File: config.mk
export PLATFORM = sky130hd
export DESIGN_NAME = puf_wb_ctrl
export DESIGN_NICKNAME = d
export VERILOG_FILES = /design/src/rtl/puf_ctrl_pkg.sv /design/src/rtl/puf_vote_accum.sv /design/src/rtl/puf_wb_ctrl.sv
export SDC_FILE = /design/constraint.sdc
export NUM_CORES = 2
export LEC_CHECK = 0
export ABC_AREA = 1
export ABC_CLOCK_PERIOD_IN_PS = 62400
export CAP_MARGIN = 20
export CORE_MARGIN = 2
export CORE_UTILIZATION = 67
export DETAILED_ROUTE_END_ITERATION = 16
export DONT_BUFFER_PORTS = 1
export PLACE_DENSITY = 0.94
export SYNTH_ARGS = -nofsm -noshare
export SYNTH_HDL_FRONTEND = slang
export SYNTH_SLANG_ARGS = --single-unit
export TNS_END_PERCENT = 5
File: constraint.sdc
create_clock -name clk_i -period 62.4 [get_ports clk_i]
set_input_delay 18.72 -clock clk_i [delete_from_list [all_inputs] [get_ports clk_i]]
set_output_delay 18.72 -clock clk_i [all_outputs]
set_load 0.01 [all_outputs]
File: src/rtl/puf_ctrl_pkg.sv
// Shared register map, CTRL bit positions and sequencer states for the PUF Wishbone controller.
package puf_ctrl_pkg;
    localparam int OFF_CTRL   = 0;
    localparam int OFF_CHAL   = 1;
    localparam int OFF_STATUS = 2;
    localparam int OFF_ID0    = 3;

    localparam int CTRL_EN     = 0;
    localparam int CTRL_START  = 1;
    localparam int CTRL_BUSY   = 2;
    localparam int CTRL_DONE   = 3;
    localparam int CTRL_IRQ_EN = 4;

    typedef enum logic [1:0] {IDLE, SETTLE, SAMPLE, RESOLVE} state_t;

    localparam logic [31:0] DEFAULT_READ_VALUE = 32'hBADFABAC;
endpackage

File: src/rtl/puf_vote_accum.sv
// Per-bit majority vote over repeated PUF samples, plus a count of bits whose samples disagreed.
// Latency: the vote result and unstable count register on the edge where resolve is high.
// Backpressure: none; the sequencer paces it through the clr, sample and resolve strobes.
module puf_vote_accum
    import puf_ctrl_pkg::*;
#(
    parameter int ID_WIDTH     = 96,
    parameter int VOTE_SAMPLES = 5
) (
    input  logic                clk_i,
    input  logic                rst_i,
    input  logic                clr,
    input  logic                sample,
    input  logic                resolve,
    input  logic [ID_WIDTH-1:0] raw,
    output logic [ID_WIDTH-1:0] id,
    output logic [7:0]          unstable
);
    localparam int CW = $clog2(VOTE_SAMPLES + 1);
    localparam logic [CW-1:0] FULL = CW'(VOTE_SAMPLES);
    localparam logic [CW-1:0] HALF = CW'(VOTE_SAMPLES / 2);

    logic [CW-1:0]       cnt [ID_WIDTH];
    logic [ID_WIDTH-1:0] maj;
    logic [7:0]          pop_sat;
    int                  pop;

    // A bit is unstable when its ones-count is neither zero nor every sample.
    always_comb begin
        maj = '0;
        pop = 0;
        for (int i = 0; i < ID_WIDTH; i++) begin
            maj[i] = (cnt[i] > HALF);
            if (cnt[i] != '0 && cnt[i] != FULL) pop = pop + 1;
        end
        pop_sat = (pop > 255) ? 8'hFF : 8'(pop);
    end

    always_ff @(posedge clk_i) begin
        if (rst_i) begin
            for (int i = 0; i < ID_WIDTH; i++) cnt[i] <= '0;
            id       <= '0;
            unstable <= '0;
        end else begin
            if (clr) begin
                for (int i = 0; i < ID_WIDTH; i++) cnt[i] <= '0;
            end else if (sample) begin
                for (int i = 0; i < ID_WIDTH; i++) cnt[i] <= cnt[i] + CW'(raw[i]);
            end
            if (resolve) begin
                id       <= maj;
                unstable <= pop_sat;
            end
        end
    end
endmodule

File: src/rtl/puf_wb_ctrl.sv
// Wishbone slave that sequences arbiter-PUF evaluations: enable, settle, vote over samples, store ID.
// Latency: ack/err one edge after an in-window strobe; ID valid SETTLE_CYCLES+VOTE_SAMPLES+1 edges after START.
// Backpressure: never stalls; a held strobe is answered on every other cycle.
module puf_wb_ctrl
    import puf_ctrl_pkg::*;
#(
    parameter logic [31:0] BASE_ADDR     = 32'hF0001800,
    parameter int          ADDR_WIDTH    = 11,
    parameter int          CHAL_WIDTH    = 32,
    parameter int          ID_WIDTH      = 96,
    parameter int          SETTLE_CYCLES = 16,
    parameter int          VOTE_SAMPLES  = 5
) (
    input  logic                  clk_i,
    input  logic                  rst_i,
    input  logic [31:0]           wb_adr_i,
    input  logic [31:0]           wb_dat_i,
    output logic [31:0]           wb_dat_o,
    input  logic                  wb_we_i,
    input  logic [3:0]            wb_sel_i,
    input  logic                  wb_stb_i,
    input  logic                  wb_cyc_i,
    output logic                  wb_ack_o,
    output logic                  wb_err_o,
    output logic                  puf_en_o,
    output logic [CHAL_WIDTH-1:0] puf_challenge_o,
    input  logic [ID_WIDTH-1:0]   puf_id_i,
    output logic                  irq_o
);
    localparam int ID_WORDS = (ID_WIDTH + 31) / 32;
    localparam int OW       = ADDR_WIDTH - 2;
    localparam int TMAX     = (SETTLE_CYCLES > VOTE_SAMPLES) ? SETTLE_CYCLES : VOTE_SAMPLES;
    localparam int TW       = $clog2(TMAX + 1);

    state_t                  state_q, state_d;
    logic [TW-1:0]           tmr_q, tmr_d;
    logic                    en_q, irq_en_q, done_q, done_d, en_d;
    logic [CHAL_WIDTH-1:0]   chal_q;
    logic [31:0]             chal_m, rdata;
    logic [OW-1:0]           off;
    logic                    hit, req, valid_off, ctrl_wr, chal_wr, start, abort, busy;
    logic                    clr, smp, res;
    logic [ID_WIDTH-1:0]     id_q;
    logic [ID_WORDS*32-1:0]  id_pad;
    logic [7:0]              unstable;
    logic                    unused_adr;

    assign unused_adr = ^wb_adr_i[1:0];
    assign hit        = (wb_adr_i[31:ADDR_WIDTH] == BASE_ADDR[31:ADDR_WIDTH]);
    assign req        = wb_cyc_i & wb_stb_i & hit & ~wb_ack_o & ~wb_err_o;
    assign off        = wb_adr_i[ADDR_WIDTH-1:2];
    assign valid_off  = (int'(off) < OFF_ID0 + ID_WORDS);
    assign ctrl_wr    = req & wb_we_i & (off == OW'(OFF_CTRL)) & wb_sel_i[0];
    assign chal_wr    = req & wb_we_i & (off == OW'(OFF_CHAL));
    assign busy       = (state_q != IDLE);
    assign puf_en_o   = (state_q == SETTLE) | (state_q == SAMPLE);

    // EN as it will be after this edge, so a clearing write aborts right away.
    assign en_d  = ctrl_wr ? wb_dat_i[CTRL_EN] : en_q;
    assign start = ctrl_wr & wb_dat_i[CTRL_START] & wb_dat_i[CTRL_EN] & ~busy;
    assign abort = busy & ~en_d;

    always_comb begin
        state_d = state_q;
        tmr_d   = tmr_q;
        clr     = 1'b0;
        smp     = 1'b0;
        res     = 1'b0;
        case (state_q)
            IDLE: if (start) begin
                state_d = SETTLE;
                tmr_d   = TW'(SETTLE_CYCLES - 1);
                clr     = 1'b1;
            end
            SETTLE: if (tmr_q == '0) begin
                state_d = SAMPLE;
                tmr_d   = TW'(VOTE_SAMPLES - 1);
            end else begin
                tmr_d = tmr_q - TW'(1);
            end
            SAMPLE: begin
                smp = 1'b1;
                if (tmr_q == '0) state_d = RESOLVE;
                else             tmr_d   = tmr_q - TW'(1);
            end
            RESOLVE: begin
                res     = 1'b1;
                state_d = IDLE;
            end
            default: state_d = IDLE;
        endcase
        if (abort) begin
            state_d = IDLE;
            smp     = 1'b0;
            res     = 1'b0;
        end
        // Completion is applied last so it beats a DONE clear on the same edge.
        done_d = done_q;
        if (ctrl_wr && wb_dat_i[CTRL_DONE]) done_d = 1'b0;
        if (start) done_d = 1'b0;
        if (res)   done_d = 1'b1;
    end

    always_comb begin
        chal_m = 32'(chal_q);
        for (int b = 0; b < 4; b++) begin
            if (wb_sel_i[b]) chal_m[8*b +: 8] = wb_dat_i[8*b +: 8];
        end
    end

    always_comb begin
        id_pad                 = '0;
        id_pad[ID_WIDTH-1:0]   = id_q;
    end

    always_comb begin
        rdata = DEFAULT_READ_VALUE;
        if (off == OW'(OFF_CTRL)) begin
            rdata = 32'({irq_en_q, done_q, busy, 1'b0, en_q});
        end else if (off == OW'(OFF_CHAL)) begin
            rdata = 32'(chal_q);
        end else if (off == OW'(OFF_STATUS)) begin
            rdata = {8'h00, 8'(ID_WIDTH), 8'(VOTE_SAMPLES), unstable};
        end else begin
            for (int k = 0; k < ID_WORDS; k++) begin
                if (int'(off) == OFF_ID0 + k) rdata = id_pad[32*k +: 32];
            end
        end
    end

    always_ff @(posedge clk_i) begin
        if (rst_i) begin
            state_q         <= IDLE;
            tmr_q           <= '0;
            en_q            <= 1'b0;
            irq_en_q        <= 1'b0;
            done_q          <= 1'b0;
            chal_q          <= '0;
            puf_challenge_o <= '0;
            wb_ack_o        <= 1'b0;
            wb_err_o        <= 1'b0;
            wb_dat_o        <= '0;
            irq_o           <= 1'b0;
        end else begin
            state_q  <= state_d;
            tmr_q    <= tmr_d;
            done_q   <= done_d;
            irq_o    <= done_q & irq_en_q;
            wb_ack_o <= req & valid_off;
            wb_err_o <= req & ~valid_off;
            if (req) wb_dat_o <= rdata;
            if (ctrl_wr) begin
                en_q     <= wb_dat_i[CTRL_EN];
                irq_en_q <= wb_dat_i[CTRL_IRQ_EN];
            end
            if (chal_wr) chal_q <= chal_m[CHAL_WIDTH-1:0];
            if (start)   puf_challenge_o <= chal_q;
        end
    end

    puf_vote_accum #(
        .ID_WIDTH     (ID_WIDTH),
        .VOTE_SAMPLES (VOTE_SAMPLES)
    ) u_vote (
        .clk_i    (clk_i),
        .rst_i    (rst_i),
        .clr      (clr),
        .sample   (smp),
        .resolve  (res),
        .raw      (puf_id_i),
        .id       (id_q),
        .unstable (unstable)
    );
endmodule

==> flow_metrics.py <==
metrics = {
    "critical_path": {
        "reg2reg_depth": 318,
        "required_ns": 62.97,
        "regToRegSetupSlack_ns": 9.78,
        "arrival_ns": 53.19,
        "cp-start-kind": "flop",
        "r2r_start": "u_vote.cnt[0][2]",
        "cpMostUsedCell": "nand2_1",
        "critical_path_class": "reg -> reg",
        "cp-end-kind": "flop",
        "cpMaxStageDelayCell": "edfxtp_1",
        "cp-startpoint": "u_vote.cnt[0][2]",
        "max_stage_delay_ns": 0.46,
        "r2r_end": "u_vote.unstable[1]",
        "cp_max_fo": 8,
    },
    "cts": {
        "cts_num_sinks": 501,
        "cts_setup_buffers": 0,
        "ctsHtreeMaxLevel": 2,
        "path_clk_slew_ns": 0.06,
        "ctsHoldBuffers": 0,
        "tritoncts": "yes",
        "clockBufferDepth": 3,
        "cts_made_buffers": 54,
        "clockRootBuffer": "clkbuf_16",
        "cts_resized": 0,
        "clock_latency_ns": 0.69,
    },
    "die": {
        "dieArea_sq_um": 77200,
        "rows": 100,
        "io_pins": 237,
        "die_w_microns": 278,
        "core_sq_um": 74300,
        "start_util_pct": 67.6,
        "dieHeight_microns": 278,
    },
    "timing": {
        "rsz0062_at_grt": "no",
        "finalCritPeriodShare_pct": 84.3,
        "relSlewSlack_pct": 26.8,
        "clock.fmax_mhz": 19.0,
        "finClkSkew_ns": 0.0669,
        "tightestPinTransition_ns": 1.10,
        "hold_viol": 0,
        "finalMaxSlewViolations": 0,
        "fin_tns_setup_ns": 0,
        "setup_violations": 0,
        "post-route-min-period_ns": 52.62,
        "fin_hold_ws_ns": 0.482,
    },
    "route": {
        "routedWlPerCell_microns": 15.6,
        "first_pass_iters": 6,
        "routed_via_density": 5.71,
        "via_count": 47900,
        "post-route-drc-count": 0,
        "wl_mm": 131,
        "ant_nets": 0,
        "drt_iter0_drc": 4301,
    },
    "finish": {
        "fillCellCount": 5492,
        "drive_above_1_share_pct": 17.0,
        "ff_latch_area_sq_um": 12900,
        "fin_util_pct": 71.5,
        "multi_input_area_sq_um": 32600,
        "syn_to_final_growth_pct": 5.76,
        "instances_no_fill": 8385,
        "final_cell_mix": "nand2_1, inv_1, nor2_1, nand3_1, nand2_2",
        "layout_commonest_cell": "nand2_1",
        "nNetsFinal": 7821,
    },
    "global_routing": {
        "grt_first_pass_wirelength_mm": 210,
        "antenna_found_initial": 16,
        "grt_pass1_vias": 45100,
        "gr-total-overflow": 0,
        "track_usage_pct": 32.8,
        "grt_max_degree": 206,
    },
    "logic_synthesis": {
        "yosys.area.top_type": "edfxtp_1",
        "synth_ff_type": "edfxtp_1",
        "synth_warnings": 0,
        "yosysSeqAreaShare_pct": 25.7,
        "postSynthAreaPerCell_sq_um": 6.79,
        "synth_top_area_share_pct": 17.2,
        "yosys-top-cells-area": "edfxtp_1, nand2_1, dfxtp_1",
        "synth_edf_count": 288,
        "ys_types": 60,
        "synthCells": 7393,
        "ys_ff_latch": 501,
        "synthArstFlopShare_pct": 0,
        "netlist_area_sq_um": 50200,
        "postSynthNetCount": 7854,
    },
    "worst_hold_path": {
        "hold_class": "reg -> reg",
        "hold_path_end": "puf_challenge_o[6]",
        "hold_depth": 2,
        "hp-start": "chal_q[6]",
    },
    "place": {
        "io_buffers": 0,
        "dp.final_hpwl_mm": 99.4,
        "dp_cells": 8271,
        "gp_congestion": 0.940,
    },
    "status": {
        "outcome": "finished clean",
    },
    "flow_run": {
        "drv_cap": 0,
    },
}
stage by stage:
step | area [sq um] | worst slack, ns
after CTS | 53000 | 10.11
after detailed placement | 51200 | 10.79
after global routing | 53100 | 6.47
after floorplan | 50200 | 15.37
after global placement | 51200 | 12.69
final | 53100 | 9.78
flip-flops by register name, indices dropped and copies added (netlist names):
register,flops
en_q,1
state_q,2
irq_o,1
wb_err_o,1
tmr_q,5
irq_en_q,1
u_vote.id,96
u_vote.cnt,288
puf_challenge_o,32
done_q,1
chal_q,32
wb_ack_o,1
wb_dat_o,32
u_vote.unstable,8
cell usage after synthesis, types with 13 or more instances:
cell type / n
nand3_4: 44
nor2_1: 898
ha_1: 292
or2_2: 36
nand3_2: 361
a21oi_1: 298
clkbuf_1: 98
nand2_1: 1535
nor2_4: 20
nor4_1: 13
nand4_1: 41
dfxtp_1: 213
o221ai_1: 13
nor2_2: 70
nand3b_1: 184
o21ai_0: 194
or3_1: 75
inv_2: 34
nand3_1: 728
a211oi_1: 34
edfxtp_1: 288
xnor2_1: 103
nor3_1: 27
inv_1: 1117
o22ai_1: 23
nand2_4: 91
nand2_2: 469
area by class of cell:
cell class / count / share of cell area [%]
Multi-Input combinational cell: 5631 / 61.3
Sequential cell: 501 / 24.3
Inverter: 1156 / 8.21
Clock buffer: 74 / 3.08
Tap cell: 969 / 2.28
Clock inverter: 26 / 0.426
Timing Repair Buffer: 16 / 0.301
Antenna cell: 12 / 0.0565
logic make-up after synthesis:
kind of cell	synth area share (%)
AND/OR/NAND/NOR	49.0
buffers and inverters	9.48
AO/OA/AOI/OAI	6.68
flip-flops	25.7
adder cells (fa/ha/maj)	7.27
XOR/XNOR	1.87
per-layer routing:
metal / GRT usage, % / vias to the layer above / part of all wire (%)
met2: 55.3 / 1597 / 46
met4: 18.8 / 8 / 6.3
met1: 38.7 / 21900 / 39
met5: 0.313 / - / 0.060
met3: 6.71 / 364 / 8.8
li1: - / 24000 / -
worst max-delay path: cells and delay by family (launching register included):
kind / cells / cell delay (ns)
fa+ha+maj: 93 / 25.95
buf+inv: 31 / 2.05
simple gates: 178 / 20.87
compound gates: 16 / 3.16
flops: 1 / 0.46
how the worst max path moves through the flow:
stage                              end  slack, ns  cells past startpoint
floorplan           u_vote.unstable[0]      15.37                    318
global placement    u_vote.unstable[4]      12.69                    318
detailed placement  u_vote.unstable[4]      10.79                    318
CTS                 u_vote.unstable[1]      10.11                    318
global route        u_vote.unstable[1]       6.47                    318
finish              u_vote.unstable[1]       9.78                    318
Power is left out: the tool's default activity adds up to more than one toggle a clock period on the data nets, which glitch-free logic cannot reach.
